`config.mk`:
```
export PLATFORM = sky130hd
export DESIGN_NAME = dmem_arbiter
export DESIGN_NICKNAME = d
export VERILOG_FILES = /design/src/rtl/dmem_arbiter.sv
export SDC_FILE = /design/constraint.sdc
export NUM_CORES = 1
export LEC_CHECK = 0
export CAP_MARGIN = 0
export CORE_AREA = 2 2 91 93
export DETAILED_ROUTE_END_ITERATION = 10
export DIE_AREA = 0 0 93 95
export PLACE_DENSITY = 0.72
export SLEW_MARGIN = 20
export SYNTH_ARGS = -nofsm -noshare
export SYNTH_HDL_FRONTEND = slang
export SYNTH_SLANG_ARGS = --single-unit
```
`constraint.sdc`:
```
create_clock -name clk -period 1.8 [get_ports clk]
set_clock_uncertainty 0.05 [all_clocks]
set_input_delay 0.45 -clock clk [delete_from_list [all_inputs] [get_ports clk]]
set_output_delay 0.45 -clock clk [all_outputs]
set_load 0.02 [all_outputs]
```
`src/rtl/dmem_arbiter.sv`:
```
// dmem_arbiter: single-port data memory arbiter between CPU and host, one-cycle read return.
// Define DMEM_ARB_FAIRNESS_EN to let a starved host win contended cycles after STARVE_LIMIT denials.
module dmem_arbiter #(
  parameter int ADDR_W       = 10,
  parameter int DATA_W       = 32,
  parameter int STARVE_LIMIT = 4
) (
  input  logic              clk,
  input  logic              rst,
  input  logic              cpu_req,
  input  logic              cpu_we,
  input  logic [ADDR_W-1:0] cpu_addr,
  input  logic [DATA_W-1:0] cpu_wdata,
  output logic              cpu_stall,
  output logic [DATA_W-1:0] cpu_rdata,
  output logic              cpu_rvalid,
  input  logic              host_req,
  input  logic              host_we,
  input  logic [ADDR_W-1:0] host_addr,
  input  logic [DATA_W-1:0] host_wdata,
  input  logic              host_lock,
  output logic              host_gnt,
  output logic [DATA_W-1:0] host_rdata,
  output logic              host_rvalid,
  output logic              mem_en,
  output logic              mem_we,
  output logic [ADDR_W-1:0] mem_addr,
  output logic [DATA_W-1:0] mem_din,
  input  logic [DATA_W-1:0] mem_dout
);
  typedef enum logic {ARB, HOST_LOCK} state_e;
  typedef enum logic [1:0] {RD_NONE, RD_CPU, RD_HOST} owner_e;
  state_e state_q, state_d;
  owner_e rd_owner_q, rd_owner_d;
  logic cpu_grant, host_grant, host_wins;
`ifdef DMEM_ARB_FAIRNESS_EN
  logic [3:0] starve_cnt_q, starve_cnt_d;
  assign host_wins = starve_cnt_q == 4'(STARVE_LIMIT);
  assign starve_cnt_d = (host_req & ~host_grant) ? (host_wins ? starve_cnt_q : starve_cnt_q + 4'd1) : 4'd0;
  always_ff @(posedge clk or posedge rst)
    if (rst) starve_cnt_q <= '0;
    else starve_cnt_q <= starve_cnt_d;
`else
  localparam int unused_starve_limit = STARVE_LIMIT;
  assign host_wins = 1'b0;
`endif
  // Grants are suppressed combinationally while reset is held.
  always_comb begin
    host_grant = 1'b0;
    cpu_grant = 1'b0;
    state_d = state_q;
    if (!rst) begin
      host_grant = host_req & ((state_q == HOST_LOCK) | ~cpu_req | host_wins);
      cpu_grant = cpu_req & (state_q == ARB) & ~host_grant;
      state_d = (state_q == HOST_LOCK) ? (host_lock ? HOST_LOCK : ARB) : ((host_grant & host_lock) ? HOST_LOCK : ARB);
    end
  end
  assign rd_owner_d = (cpu_grant & ~cpu_we) ? RD_CPU : (host_grant & ~host_we) ? RD_HOST : RD_NONE;
  always_ff @(posedge clk or posedge rst)
    if (rst) begin
      state_q <= ARB;
      rd_owner_q <= RD_NONE;
    end else begin
      state_q <= state_d;
      rd_owner_q <= rd_owner_d;
    end
  assign cpu_stall = cpu_req & ~cpu_grant;
  assign host_gnt = host_grant;
  assign mem_en = cpu_grant | host_grant;
  assign mem_we = cpu_grant ? cpu_we : (host_grant & host_we);
  assign mem_addr = cpu_grant ? cpu_addr : host_grant ? host_addr : '0;
  assign mem_din = cpu_grant ? cpu_wdata : host_grant ? host_wdata : '0;
  assign cpu_rvalid = rd_owner_q == RD_CPU;
  assign host_rvalid = rd_owner_q == RD_HOST;
  assign cpu_rdata = mem_dout;
  assign host_rdata = mem_dout;
endmodule

```
==> flow_metrics.py, run 1 <==
metrics = {
    "timing": {
        "layout_min_cycle_time_ps": 1982,
        "rsz0062_at_grt": "true",
        "finalHoldViolCount": 0,
        "worstMarginPinSlew_ps": 310.9,
        "setup_slack_ps": -181.9,
        "setup_viol": 45,
        "fmax_mhz": 504.6,
        "finalCritPeriodShare_pct": 110.1,
        "maxSlewHeadroom_pct": 78.98,
        "drv_slew": 0,
    },
    "global_route": {
        "grt_antenna_before_repair": 0,
        "grt_pass1_wl_microns": 9480,
        "grt_max_degree": 32,
        "grt-ovfl-total": 0,
        "first_global_vias": 1904,
        "grt_use_total_pct": 13.65,
    },
    "clock_tree": {
        "clock_sinks": 3,
        "cts_buffers": 3,
        "path_clk_slew_ps": 30,
        "cts.path.max_buffers": 2,
        "cts_tree": "built",
        "cts_root_buf": "clkbuf_8",
        "clock_latency_ps": 210,
        "ctsHoldBuffers": 0,
        "htreeDepth": 1,
    },
    "floorplan": {
        "core-area_sq_um": 7928,
        "die_w_microns": 93,
        "row_count": 33,
        "dieHeight_microns": 95,
        "start_util_pct": 18.61,
        "die_area_sq_um": 8835,
        "ioPinCount": 235,
    },
    "place": {
        "dp.cells": 402,
        "place_ws_ps": -1046,
        "dp_hpwl_microns": 4481,
        "gp_congestion": 0.7456,
        "portBuffers": 138,
        "placed_area_sq_um": 2529,
    },
    "route": {
        "drc": 0,
        "post_drt_via_cell_ratio": 4.448,
        "wirelength_microns": 6839,
        "drt-pass1-iter-count": 4,
        "drtIter0Drc": 30,
        "via_count": 1837,
        "antenna_left": 0,
        "wire_per_inst_microns": 16.56,
    },
    "logic_synthesis": {
        "synth_seq_cells": 3,
        "synthCells": 230,
        "yosysWarnings": 0,
        "netlist_area_sq_um": 1475,
        "synth.avg_cell_area_sq_um": 6.414,
        "ys_types": 19,
        "mappedNetlistNets": 353,
        "synth_seq_area_share_pct": 5.089,
    },
    "final_layout": {
        "final_cell_mix": "clkdlybuf4s50_1 (87), a21oi_2 (31), buf_6 (27), buf_4 (26), nand3_1 (25)",
        "final_util_pct": 38.26,
        "num_antenna_cells": 0,
        "nets": 432,
        "area_growth_pct": 105.6,
        "drive_gt1_share_pct": 50.65,
        "fin_cells": 413,
        "stdcell_area_sq_um": 3033,
        "mostFrequentLayoutCell": "clkdlybuf4s50_1",
    },
    "pwr": {
        "finalPower_w": 0.001179,
        "ir_drop_uv": 209.9,
        "powerDensity_nw_per_um2": 388.9,
        "p_leak_nw": 1.241,
    },
    "setup_path": {
        "cp-end-kind": "output pin",
        "r2r_setup_slack_ps": 600,
        "start_kind": "register",
        "crit_type": "register to output pin",
        "worstPathArrival_ps": 1480,
        "crit_fanout": 8,
        "required_ps": 1300,
    },
    "job": {
        "drv_cap": 0,
    },
    "status": {
        "violations": "setup timing",
        "outcome": "complete, but fails checks",
    },
    "worst_hold_path": {
        "hold_class": "input pin to asynchronous set/reset pin",
    },
}
-- final cells by class --
cell class              count  area [sq um]
fillers                   818          4895
repair buffers            158          1667
multi-input cells         142          1111
well taps                 105         131.4
flip-flops and latches      3         75.07
clock buffers               4         45.04
inverters                   1         3.754
-- power by group --
| group | switching, W | internal [W] |
|---|---|---|
| clock | 0.0000394 | 0.000151 |
| sequential | 0.00000447 | 0.0000722 |
| combinational | 0.000430 | 0.000483 |
-- per-layer routing --
layer	global-route usage (%)	vias to the layer above	routed length, microns
met4	3.309	0	72
met1	12.72	864	2250
met3	2.873	20	605
met5	0	-	0
met2	29.47	96	3911
li1	-	857	-
-- synthesized netlist by cell type --
library cell | number | share of area, %
buf_6 | 8 | 6.1
a21oi_2 | 9 | 5.3
nor3_1 | 1 | 0.34
nor2b_1 | 3 | 1.3
dfrtp_1 | 3 | 5.1
buf_2 | 7 | 2.4
o22a_1 | 1 | 0.59
inv_1 | 1 | 0.25
nand3_1 | 33 | 11
nand2b_1 | 2 | 0.85
clkbuf_1 | 3 | 0.76
nand3_2 | 10 | 6.8
nor4b_1 | 1 | 0.59
nor2_1 | 4 | 1.0
a21oi_1 | 34 | 12
buf_4 | 65 | 33
o21a_1 | 1 | 0.51
buf_12 | 1 | 1.4
nand2_1 | 43 | 11
-- critical path: stages, from the launching register on --
cell and delay [ps]:
dfrtp_1 410, nor2b_4 180, buf_6 150, buf_16 150
nand2_4 50, a21oi_2 170, buf_6 140
-- flip-flops by register name, indices dropped and copies added (netlist names) --
name        flops
rd_owner_q      2
state_q         1
-- per-stage QoR --
step                TNS, ps  hold WS [ps]
finish                -5298         263.3
global placement     -40350         483.4
global route          -8420         287.0
CTS                   -5282         265.2
detailed placement   -42300         486.5
floorplan                 0         361.1
-- logic make-up (layout without fill, tap and decap cells) --
logic type,after synthesis,after routing,synth area share [%]
AOI/OAI and AO/OA,45,45,17.98
buffers and inverters,85,163,43.94
DFF,3,3,5.089
and+or+nand+nor,97,97,32.99
-- final timing paths --
path,startpoint,endpoint,depth (start not counted)
hold / removal,rst,state_q$_DFFE_PP0N_,3
min in group clk,rst,rd_owner_q[0]$_DFF_PP0_,3
setup / recovery,state_q$_DFFE_PP0N_,mem_din[15],6
hold reg to reg,state_q$_DFFE_PP0N_,rd_owner_q[0]$_DFF_PP0_,3
max in group asynchronous,rst,rd_owner_q[0]$_DFF_PP0_,3
setup reg to reg,state_q$_DFFE_PP0N_,rd_owner_q[0]$_DFF_PP0_,3
-- timing repair --
item                       in CTS  in global routing
setup endpoints to repair      48                 46
gates cloned                    3                  1
buffers inserted                3                  1
gates resized for setup       313                 40
pin swaps                      34                 25
(Power assumes the default switching activity.)
==> run 2, diff against run 1 <==
SLEW_MARGIN = not set   (was 20)
==> results of run 2 <==
The final DEF is identical to that of run 1; final timing and power are the same.
==> run 3, diff against run 2 <==
CAP_MARGIN = 30   (was 0)
SLEW_MARGIN = 20   (was not set)
==> results of run 3 <==
The final DEF is identical to that of run 1; final timing and power are the same.
